[src/rtl/keypad_scan_rx_pkg.sv]
// Shared types and constants for the 4x4 keypad scanner.
package keypad_pkg;

  localparam int unsigned KEY_W = 4;
  localparam int unsigned ROWS  = 4;
  localparam int unsigned COLS  = 4;

  typedef enum logic [1:0] {SCAN, DEBOUNCE, HELD} state_e;

  // Column drive pattern per column index; entry 0 pulls column 0 low.
  localparam logic [COLS-1:0][COLS-1:0] COL_DRV_TAB = {4'b0111, 4'b1011, 4'b1101, 4'b1110};

  // Index of the lowest-numbered row that reads low (active-low rows).
  function automatic logic [1:0] low_row(input logic [ROWS-1:0] rows);
    logic [1:0] idx;
    idx = 2'd0;
    for (int i = int'(ROWS) - 1; i >= 0; i--) begin
      if (!rows[i]) idx = 2'(i);
    end
    return idx;
  endfunction

endpackage

[src/rtl/keypad_scan_rx_if.sv]
// Key-code handshake between the keypad scanner and its consumer.
interface keypad_scan_rx_if;
  logic [keypad_pkg::KEY_W-1:0] key_code;
  logic                         key_valid;
  logic                         key_ready;
  logic                         key_held;
  logic                         key_ovf;

  modport master (output key_code, key_valid, key_held, key_ovf, input key_ready);
  modport slave  (input key_code, key_valid, key_held, key_ovf, output key_ready);
endinterface

[src/rtl/keypad_scan_rx_tick_gen.sv]
// Free-running divider producing a one-cycle strobe every 2**DIV_W cycles.
module keypad_tick_gen #(
  parameter int unsigned DIV_W = 15
) (
  input  logic clk_slw,
  input  logic reset,
  output logic tick
);

  logic [DIV_W-1:0] div_q;

  // Divider counts up and wraps; the all-ones cycle is the strobe.
  always_ff @(posedge clk_slw) begin
    if (reset) div_q <= '0;
    else       div_q <= div_q + DIV_W'(1);
  end

  assign tick = &div_q;

endmodule

[src/rtl/keypad_scan_rx.sv]
// 4x4 keypad column scanner with per-press debounce and a one-entry code buffer.
// Optional auto-repeat while a key stays down: define KEYPAD_AUTOREPEAT_EN.
module keypad_scan_rx import keypad_pkg::*; #(
  parameter int unsigned SCAN_DIV_W   = 15,
  parameter int unsigned DEB_CNT      = 4,
  parameter int unsigned REPEAT_TICKS = 64
) (
  input  logic             clk_slw,
  input  logic             reset,
  input  logic [ROWS-1:0]  row_in,
  output logic [COLS-1:0]  col_drv,
  keypad_scan_rx_if.master kbus
);

  localparam int unsigned CNT_W = $clog2(DEB_CNT + 1);
  localparam logic [CNT_W-1:0] DEB_MAX = CNT_W'(DEB_CNT);

  logic tick;

  keypad_tick_gen #(
    .DIV_W (SCAN_DIV_W)
  ) u_tick_gen (
    .clk_slw (clk_slw),
    .reset   (reset),
    .tick    (tick)
  );

  state_e           state_q, state_d;
  logic [1:0]       col_q, col_d, row_q, row_d;
  logic [CNT_W-1:0] deb_q, deb_d, rel_q, rel_d;
  logic [KEY_W-1:0] code_q, code_d, emit_code;
  logic             valid_q, valid_d, held_q, held_d, ovf_q, ovf_d;
  logic             emit, xfer;

  logic       any_low, row_down;
  logic [1:0] hit_row, col_next;

  assign any_low  = ~&row_in;
  assign hit_row  = low_row(row_in);
  assign row_down = ~row_in[row_q];
  assign col_next = col_q + 2'd1;

`ifdef KEYPAD_AUTOREPEAT_EN
  localparam int unsigned REP_W = $clog2(REPEAT_TICKS + 1);
  localparam logic [REP_W-1:0] REP_MAX = REP_W'(REPEAT_TICKS);
  logic [REP_W-1:0] rep_q, rep_d;
`else
  logic unused_repeat;
  assign unused_repeat = ^REPEAT_TICKS;
`endif

  // Scan/debounce/hold sequencing; everything advances only on tick cycles.
  always_comb begin
    state_d   = state_q;
    col_d     = col_q;
    row_d     = row_q;
    deb_d     = deb_q;
    rel_d     = rel_q;
    held_d    = held_q;
    emit      = 1'b0;
    emit_code = {row_q, col_q};
`ifdef KEYPAD_AUTOREPEAT_EN
    rep_d     = rep_q;
`endif
    if (tick) begin
      case (state_q)
        SCAN: begin
          if (any_low) begin
            row_d     = hit_row;
            deb_d     = CNT_W'(1);
            emit_code = {hit_row, col_q};
            if (DEB_CNT == 1) begin
              emit    = 1'b1;
              held_d  = 1'b1;
              rel_d   = '0;
`ifdef KEYPAD_AUTOREPEAT_EN
              rep_d   = '0;
`endif
              state_d = HELD;
            end else begin
              state_d = DEBOUNCE;
            end
          end else begin
            col_d = col_next;
          end
        end
        DEBOUNCE: begin
          // Only the latched row matters; other rows are ignored here.
          if (row_down) begin
            deb_d = deb_q + CNT_W'(1);
            if (deb_d == DEB_MAX) begin
              emit    = 1'b1;
              held_d  = 1'b1;
              rel_d   = '0;
`ifdef KEYPAD_AUTOREPEAT_EN
              rep_d   = '0;
`endif
              state_d = HELD;
            end
          end else begin
            state_d = SCAN;
            col_d   = col_next;
          end
        end
        HELD: begin
          if (!row_down) begin
            rel_d = rel_q + CNT_W'(1);
`ifdef KEYPAD_AUTOREPEAT_EN
            rep_d = '0;
`endif
            if (rel_d == DEB_MAX) begin
              held_d  = 1'b0;
              state_d = SCAN;
              col_d   = col_next;
            end
          end else begin
            rel_d = '0;
`ifdef KEYPAD_AUTOREPEAT_EN
            rep_d = rep_q + REP_W'(1);
            if (rep_d == REP_MAX) begin
              emit  = 1'b1;
              rep_d = '0;
            end
`endif
          end
        end
        default: state_d = SCAN;
      endcase
    end
  end

  // One-entry output buffer: a same-cycle transfer frees the slot for a new code.
  always_comb begin
    xfer    = valid_q & kbus.key_ready;
    code_d  = code_q;
    valid_d = valid_q;
    ovf_d   = 1'b0;
    if (emit) begin
      if (!valid_q || xfer) begin
        code_d  = emit_code;
        valid_d = 1'b1;
      end else begin
        ovf_d = 1'b1;
      end
    end else if (xfer) begin
      valid_d = 1'b0;
    end
  end

  // State and output registers.
  always_ff @(posedge clk_slw) begin
    if (reset) begin
      state_q <= SCAN;
      col_q   <= '0;
      row_q   <= '0;
      deb_q   <= '0;
      rel_q   <= '0;
      code_q  <= '0;
      valid_q <= 1'b0;
      held_q  <= 1'b0;
      ovf_q   <= 1'b0;
`ifdef KEYPAD_AUTOREPEAT_EN
      rep_q   <= '0;
`endif
    end else begin
      state_q <= state_d;
      col_q   <= col_d;
      row_q   <= row_d;
      deb_q   <= deb_d;
      rel_q   <= rel_d;
      code_q  <= code_d;
      valid_q <= valid_d;
      held_q  <= held_d;
      ovf_q   <= ovf_d;
`ifdef KEYPAD_AUTOREPEAT_EN
      rep_q   <= rep_d;
`endif
    end
  end

  assign col_drv        = COL_DRV_TAB[col_q];
  assign kbus.key_code  = code_q;
  assign kbus.key_valid = valid_q;
  assign kbus.key_held  = held_q;
  assign kbus.key_ovf   = ovf_q;

endmodule

[src/flat_wrapper.sv]
// flat-port wrapper written by rule: the top's interface ports become plain ports
module keypad_scan_rx_flat import keypad_pkg::*;
#(
  parameter int unsigned SCAN_DIV_W   = 15,
  parameter int unsigned DEB_CNT      = 4,
  parameter int unsigned REPEAT_TICKS = 64
)
  (clk_slw, reset, row_in, col_drv, kbus_key_code, kbus_key_valid, kbus_key_held, kbus_key_ovf, kbus_key_ready);
  keypad_scan_rx_if kbus_i ();
  input  logic clk_slw;
  input  logic reset;
  input  logic [ROWS-1:0] row_in;
  output logic [COLS-1:0] col_drv;
  output wire logic [$bits(kbus_i.key_code)-1:0] kbus_key_code;
  output wire logic [$bits(kbus_i.key_valid)-1:0] kbus_key_valid;
  output wire logic [$bits(kbus_i.key_held)-1:0] kbus_key_held;
  output wire logic [$bits(kbus_i.key_ovf)-1:0] kbus_key_ovf;
  input wire logic [$bits(kbus_i.key_ready)-1:0] kbus_key_ready;
  assign kbus_key_code = kbus_i.key_code;
  assign kbus_key_valid = kbus_i.key_valid;
  assign kbus_key_held = kbus_i.key_held;
  assign kbus_key_ovf = kbus_i.key_ovf;
  assign kbus_i.key_ready = kbus_key_ready;
  keypad_scan_rx #(.SCAN_DIV_W(SCAN_DIV_W), .DEB_CNT(DEB_CNT), .REPEAT_TICKS(REPEAT_TICKS)) u_core (.clk_slw(clk_slw), .reset(reset), .row_in(row_in), .col_drv(col_drv), .kbus(kbus_i));
endmodule
[config.mk]
export PLATFORM = sky130hd
export DESIGN_NAME = keypad_scan_rx_flat
export DESIGN_NICKNAME = d
export VERILOG_FILES = /design/src/rtl/keypad_scan_rx_pkg.sv /design/src/rtl/keypad_scan_rx_if.sv /design/src/rtl/keypad_scan_rx_tick_gen.sv /design/src/rtl/keypad_scan_rx.sv /design/src/flat_wrapper.sv
export SDC_FILE = /design/constraint.sdc
export NUM_CORES = 1
export LEC_CHECK = 0
export ABC_AREA = 1
export BUFFER_PORTS_ARGS = -buffer_cell sky130_fd_sc_hd__buf_2
export CORE_ASPECT_RATIO = 1.1
export CORE_MARGIN = 4
export CORE_UTILIZATION = 36
export CTS_CLUSTER_DIAMETER = 50
export DETAILED_ROUTE_END_ITERATION = 6
export HOLD_SLACK_MARGIN = 0.15
export PLACE_DENSITY = 0.58
export SLEW_MARGIN = 0
export SYNTH_ARGS = -nofsm -noshare
export SYNTH_HDL_FRONTEND = slang
export SYNTH_HIERARCHICAL = 1
export SYNTH_SLANG_ARGS = --single-unit
[constraint.sdc]
create_clock -name clk_slw -period 5.3 [get_ports clk_slw]
set_clock_uncertainty 0.05 [all_clocks]
set_input_delay 1.59 -clock clk_slw [delete_from_list [all_inputs] [get_ports clk_slw]]
set_output_delay 1.59 -clock clk_slw [all_outputs]
set_load 0.02 [all_outputs]
Word-level counts from Yosys, hierarchy flattened. Index checks and enable logic that the tools add are counted.

Output and inout port bits: 11. Bits of input ports: 7. Flip-flop bits (word level): 34.

Bitwise gates (word level): 3. $add $sub $neg: 4. Magnitude comparators: 2. Muxes and demuxes: 42. Eq/ne operators: 13. Reductions and logical operators: 18.

Operator list (number): 20-bit AND reduction (2); 18-bit AND reduction (2); 2-bit two-way mux (13); 19-bit AND reduction (1); 17-bit AND reduction (1); 4-bit two-way mux (4); 15-bit by 1-bit adder with 15-bit output (second input constant) (1); 3-bit two-way mux (5); 15-bit AND reduction (1); 1-bit two-way mux (13); 2-bit case mux with 3 select lines (2); 3-bit case mux with 2 select lines (2); 2-bit by 1-bit != test with 1-bit output (second input constant) (5); 4-bit binary-select mux with 2-bit select (1); 3-bit by 1-bit adder with 3-bit output (second input constant) (2); 3-bit equality test (second input constant) (2); 2-bit by 3-bit less-than comparator with 1-bit output (second input constant) (2); 2-bit != test (second input constant) (3); 2-bit nonzero test (3); 2-bit AND reduction (2); 4-bit AND reduction (1); 3-bit by 1-bit != test with 1-bit output (second input constant) (1); 3-bit nonzero test (1); 2-bit by 1-bit adder with 2-bit output (second input constant) (1); other kinds (10) (11).

Logic depth before layout (Yosys ltp). Gate-level depths: netlist of run 1.

Depth after elaboration: 8. Mapped depth: 11. Mapped depth without buffers: 11.

By module. The synthesis of run 1 kept the hierarchy.

Modules (own cells, without submodules): keypad_scan_rx (cells an instance 180, seq. area each 380.4 um2, area each 1128.6 um2, times used 1); keypad_tick_gen (cells an instance 110, seq. area each 300.3 um2, area each 789.5 um2, times used 1).

Worst setup path after synthesis of run 1. OpenSTA, ideal clock, no wires.

Path kind: input port to flip-flop. Start point: input port row_in[1]. End point: register u_core.code_q[2], in the netlist u_core/kbus.key_code[2]. Buffers on the path: 0. Arrival: 2299 ps. Path slack: 2837 ps. Cell stages on the path: 8. Library setup time: 113 ps. Cells stage by stage: nand2_1 -> nand3_1 -> nand2_1 -> inv_2 -> nor2_4 -> nand3_2 -> nor2_1 -> nor2_1.

Cells in the longest elaborated chain, start to end: 6. Elaborated cells between the ends (all ways): 12. Those cells by class: 10 x mux; 2 x reduce/logical.

Ends and longest elaborated chain: start: declaration (RTL line flat_wrapper.sv:12) `input logic [ROWS-1:0] row_in;`; 1-bit binary-select mux with 2-bit select (RTL line keypad_scan_rx.sv:40) `assign row_down = ~row_in[row_q];`; 1-bit two-way mux (implied by the code) (RTL line keypad_scan_rx.sv:40); 1-bit two-way mux (RTL line keypad_scan_rx.sv:89) `if (row_down) begin`; 1-bit two-way mux (RTL line keypad_scan_rx.sv:66) `case (state_q)`; 1-bit two-way mux (RTL line keypad_scan_rx.sv:65) `if (tick) begin`; 2-bit AND reduction (no source line); end signal: assignment (RTL line keypad_scan_rx.sv:171) `code_q <= code_d;`; end: declaration (RTL line keypad_scan_rx.sv:31) `logic [KEY_W-1:0] code_q, code_d, emit_code;`.

Several ways; a longest one is shown, not always the timed one. The select of a mux whose other input is x is not followed. A chain may end at the register's enable or synchronous reset.

Worst setup path in the final report of run 1.
Start point: register u_core.col_q[0]. End point: output port col_drv[0].

Cells in the longest elaborated chain, start to end: 2.

Ends and longest elaborated chain: start: declaration (RTL line keypad_scan_rx.sv:29) `logic [1:0] col_q, col_d, row_q, row_d;`; start signal: assignment (RTL line keypad_scan_rx.sv:167) `col_q <= col_d;`; 4-bit binary-select mux with 2-bit select (RTL line keypad_scan_rx.sv:181) `assign col_drv = COL_DRV_TAB[col_q];`; 4-bit two-way mux (implied by the code) (RTL line keypad_scan_rx.sv:181); end: declaration (RTL line flat_wrapper.sv:13) `output logic [COLS-1:0] col_drv;`.

No other way between the ends. The select of a mux whose other input is x is not followed.

==> qor.txt, run 1 <==
TritonCTS buffer count: 5
hold depth: 2
Tot Pwr: 0.474 mW
Total GRT Usage: 0.127
dominant synthesized flop cell: dfxtp_1
reg-to-reg critical path endpoint: u_core/kbus.key_code[2]
WP data required: 3.66 ns
DR vias: 1,734
final non-filler cell total: 369
Mapped Cells: 290
status: finished clean
Remaining DRCs: 0
number of flops mapped to enable cells by yosys: 0
Cell Area, Placed: 2060 µm²
Ys Warns: 6
Cell Rows: 27
flop2flop setup slack: 2.53 ns
post-synthesis sequential area ratio: 0.355
worst vdd ir: 0.111 mV
H-tree depth: 2
clk slew on worst S/H paths: 0.07 ns
routed wire length: 3840 µm
Post-Syn Nets: 306
Finished Core Util: 0.424
vias per cell: 4.70
area of the multi-input gates: 1050 µm²
remaining antenna violation count: 0
Fmax: 0.348 GHz
TritonRoute pass-1 iters: 5
I/O Buffers: 17
quantity of gates resized following cts: 0
Startpoint Class: flop
gpl congestion: 0.756
fillcell total: 533
worst reg2reg path depth: 11
LEAKAGE: 1.01 nW
Avg Cell Area, Syn: 6.61 µm²
worst slack, placed: 2.52 ns
Cell Area, Synth: 1920 µm²
Post-CTS Hold Buffers: 0
fin. max-slew vios: 0
Die H: 84.6 µm
I/O pin cnt: 18
initial antenna violation count: 0
final net count: 326
Max clock buf depth: 2
Starting Density: 0.379
CTS Sinks: 34
worst r2r src: u_core/u_tick_gen/div_q[0]
MaxCap Viol Count: 0
commonest non-fill, non-tap cell in the layout: nand2_1
class of the worst hold path: flop to flop
Sequential cell area: 681 µm²
period utilization: 0.542
Hold Vio Cnt, Final: 0
vias in the first global route: 1,551
Final setup violation count: 0
CP max FO: 6
post-route cell area: 2150 µm²
dpl cells: 361
Worst-Margin Slew: 0.941 ns
initial detailed-routing violation count: 71
ys async rst share: 0
P per Cell Area: 220 nW/µm²
Die X: 77.6 µm
synth unique cells: 27
first-pass GRT wire length: 6870 µm
Synth area leaders: dfxtp_1 (35%), nand2_1 (15%), nor2_1 (9.2%)
Critical Path Sink Type: output port
share of cells above drive strength 1: 0.138
root buf cell: clkbuf_8
final setup margin: 2.43 ns
Yosys reg bits: 34
largest net degree at the start of global routing: 17
crit path DAT: 1.23 ns
die area: 6560 µm²
GR Overflow Total: 0
hold_sp: u_core/kbus.key_code[0]
Hold Path End: u_core/kbus.key_code[0]
post-synth top area cell: dfxtp_1
RSZ-0062 raised after global routing: no
setup repair bufs after CTS: 0
Detail Placement HPWL: 2920 µm
Period minus WS final: 2.87 ns
Clock Latency Late Sink: 0.28 ns
core region area: 5070 µm²
post-synth top area share: 0.355
most frequent cells in the layout: nand2_1 (75), nor2_1 (47), inv_1 (44)
CTS tree: done
Setup TNS: 0 ns
routed length per instance: 10.4 µm
final antenna diode count: 0
Rel. slew slack: 0.370
worst hold slack: 0.412 ns
Crit Path Class: flop to output port
Syn-to-layout area delta: 12.1%
where the power goes:
part / switching [mW] / total, mW / internal [mW]
clock network: 0.0918 / 0.197 / 0.105
registers: 0.00176 / 0.259 / 0.257
logic: 0.0123 / 0.0181 / 0.00574
cell type report:
type                            count  area share
Clock inverter                      1     0.00233
Timing Repair Buffer               17      0.0396
Sequential cell                    34       0.316
Tap cell                           58      0.0337
Multi-Input combinational cell    206       0.487
Inverter                           46      0.0803
Clock buffer                        7      0.0401
critical path, cell delays in order (launching register included):
cell	delay, ns
dfxtp_1	0.46
inv_1	0.10
ha_1	0.20
inv_1	0.04
buf_2	0.15
registers in the layout, summed over array words and instances, names as in the netlist:
name and count:
u_core/col_q 2, u_core/deb_q 3, u_core/kbus.key_code 4, u_core/kbus.key_held 1
u_core/kbus.key_ovf 1, u_core/kbus.key_valid 1, u_core/rel_q 3, u_core/row_q 2
u_core/state_q 2, u_core/u_tick_gen/div_q 15
layer usage:
layer  track usage  vias up  wire length (µm)
met3        0.0397        5               186
met2         0.192       34              1620
met5             0        -                 0
li1              -      940                 -
met1         0.170      755              1990
met4        0.0437        0                48
cell families (layout without fill, tap and decap cells):
logic type | Yosys count | count (layout) | share of synthesized area
and+or+nand+nor | 168 | 168 | 0.405
buffers and inverters | 50 | 71 | 0.0985
DFF | 34 | 34 | 0.355
AOI/OAI and AO/OA | 29 | 29 | 0.0828
adders and majority gates | 9 | 9 | 0.0587
cells in the mapped netlist (2+ instances only):
library cell	number
o21ai_1	3
dfxtp_1	34
nand4_1	7
clkbuf_1	3
nor2_4	3
nand2_2	3
nand3_1	16
nor3_1	3
nor2_2	4
inv_1	44
ha_1	9
nand2_1	75
o21ai_0	8
nand3_2	3
nor2_1	47
inv_2	2
a21oi_1	14
nand3b_1	3
how the worst max path moves through the flow:
stage / from / end / slack (ns)
floorplan: row_in[1] / u_core/kbus.key_code[2] / 2.84
global placement: row_in[1] / u_core/kbus.key_code[3] / 2.52
detailed placement: row_in[3] / u_core/kbus.key_code[1] / 2.52
CTS: u_core/col_q[0] / col_drv[0] / 2.43
global route: u_core/u_tick_gen/div_q[0] / u_core/kbus.key_code[2] / 2.12
finish: u_core/col_q[0] / col_drv[0] / 2.43
Note: power is estimated with default switching activity, not from simulation.
==> inputs of run 2 (changes only) <==
Clock period 5.3 ns to 2.89 ns, I/O delays scaled along.
==> run 2 against run 1 <==
Critical path depth grew 8. Final area grew 1.0%. Die area did not move. Routed wire length increased by 4.0%. Utilization up 0.44 points. Global-route usage grew 0.39 points. Critical path type is now flop to flop. Critical endpoint is now u_core/kbus.key_code[2].
==> qor.txt, run 2 (synthesized netlist as in run 1, its figures left out) <==
routed wire length: 3990 µm (+4.0%)
Die H: 84.6 µm (unchanged)
routed length per instance: 10.8 µm (+3.7%)
Rel. slew slack: 0.650 (+0.281)
fillcell total: 538 (+0.94%)
CP max FO: 15 (+9)
Clock Latency Late Sink: 0.28 ns (about the same)
Worst-Margin Slew: 0.523 ns (-0.419 ns)
post-route cell area: 2170 µm² (+1.0%)
hold depth: 2 (unchanged)
Critical Path Sink Type: flop
TritonRoute pass-1 iters: 4 (-1)
Total GRT Usage: 0.131 (+0.00386)
Cell Rows: 27 (unchanged)
vias per cell: 4.53 (-3.5%)
worst r2r src: u_core/u_tick_gen/div_q[0]
final net count: 327 (+0.31%)
CP top delay family: simple AND/OR/NAND/NOR gates
Die X: 77.6 µm (unchanged)
final antenna diode count: 0 (unchanged)
fin. max-slew vios: 0 (unchanged)
initial antenna violation count: 0 (unchanged)
WP data required: 3.07 ns (-0.59 ns)
remaining antenna violation count: 0 (unchanged)
Detail Placement HPWL: 3040 µm (+4.2%)
Hold Vio Cnt, Final: 0 (unchanged)
slowest cell delay on critical path: 0.37 ns (-0.09 ns)
Reg with most FFs: u_core/u_tick_gen/div_q
Crit Path Class: flop to flop
largest net degree at the start of global routing: 17 (unchanged)
Final setup violation count: 0 (unchanged)
CTS Sinks: 34 (unchanged)
Max clock buf depth: 2 (unchanged)
P per Cell Area: 432 nW/µm² (+96%)
Crit-path slowest cell: dfxtp_1
vias in the first global route: 1,555 (+0.26%)
period utilization: 0.753
I/O Buffers: 17 (unchanged)
root buf cell: clkbuf_8
I/O pin cnt: 18 (unchanged)
clk slew on worst S/H paths: 0.07 ns (about the same)
crit-path most repeated cell: nor2_1
MaxCap Viol Count: 0 (unchanged)
quantity of gates resized following cts: 0 (unchanged)
Period minus WS final: 2.18 ns
hold_sp: u_core/kbus.key_code[0]
setup repair bufs after CTS: 0 (unchanged)
Setup TNS: 0 ns (unchanged)
core region area: 5070 µm² (unchanged)
CTS tree: done
worst vdd ir: 0.196 mV (+76%)
first-pass GRT wire length: 6980 µm (+1.5%)
worst hold slack: 0.407 ns (-0.00490 ns)
TritonCTS buffer count: 5 (unchanged)
Crit. Startpoint: u_core/u_tick_gen/div_q[0]
commonest non-fill, non-tap cell in the layout: nand2_1
Remaining DRCs: 0 (unchanged)
GR Overflow Total: 0 (unchanged)
class of the worst hold path: flop to flop
DR vias: 1,677 (-3.3%)
Fmax: 0.460 GHz
max reg flops: 15 (unchanged)
Tot Pwr: 0.938 mW (+98%)
Stages on worst setup path: 12 (+8)
worst path bufs/invs: 1 (-2)
Startpoint Class: flop
critical path, cell by cell: ha_1, nand2_2, nor2_8, nand3_2, nor3b_2, buf_4, nand2_1, nor2_1, nand3_1, o21ai_0, nor2_1, nor2_1
Cell Area, Placed: 2070 µm² (+0.36%)
worst reg2reg path depth: 12 (+1)
Syn-to-layout area delta: 13.3%
LEAKAGE: 1.02 nW (+0.95%)
die area: 6560 µm² (unchanged)
most frequent cells in the layout: nand2_1 (75), nor2_1 (47), inv_1 (44)
Post-CTS Hold Buffers: 0 (unchanged)
initial detailed-routing violation count: 96 (+35%)
gpl congestion: 0.864 (+14%)
H-tree depth: 2 (unchanged)
status: finished clean
RSZ-0062 raised after global routing: no
share of cells above drive strength 1: 0.138 (-0.000443)
crit path DAT: 2.35 ns (+1.12 ns)
Starting Density: 0.379 (unchanged)
## run 2: cell count changes in the layout (fill, tap and decap cells not counted), sizes merged
cell	previous run	this run
buf	17	18
bufinv	0	1
clkinv	1	0
## run 2: area by class of cell
type	instances	area (µm²)	share of cell area
multi-input combinational	206	1050	0.482
timing repair buffer	18	92.6	0.0426
inverter	46	173	0.0794
clock inverter	1	30.0	0.0138
sequential	34	681	0.313
clock buffer	7	76.3	0.0351
tap	58	72.6	0.0334
## run 2: worst paths after layout
check	end	slack, ns
setup reg to reg	u_core/kbus.key_code[2]	0.71
hold reg to reg	u_core/kbus.key_code[0]	0.41
setup / recovery	u_core/kbus.key_code[2]	0.71
hold / removal	u_core/kbus.key_code[0]	0.41
## run 2: per-stage QoR
step	setup WS [ns]	util	std cells
floorplan	0.893	-	290
global placement	0.802	0.408	362
detailed placement	0.719	0.408	362
CTS	0.703	0.429	370
global route	0.429	0.429	370
finish	0.714	0.429	370
## run 2: routing by layer
layer	vias up	part of all wire	GRT usage
li1	940	-	-
met1	707	0.49	0.168
met2	24	0.45	0.206
met3	6	0.046	0.0418
met4	0	0.014	0.0437
met5	-	0	0
## run 2: worst min-delay path: cells and delay by family (launching register included)
kind / cells / cell delay (ns)
and+or+nand+nor: 1 / 0.06
DFF: 1 / 0.31
AOI/OAI and AO/OA: 1 / 0.05
## run 2: power by group
group,switching [mW],internal [mW],total [mW]
clock network,0.171,0.258,0.429
logic,0.0232,0.0105,0.0338
registers,0.00316,0.472,0.475
total,0.197,0.740,0.938
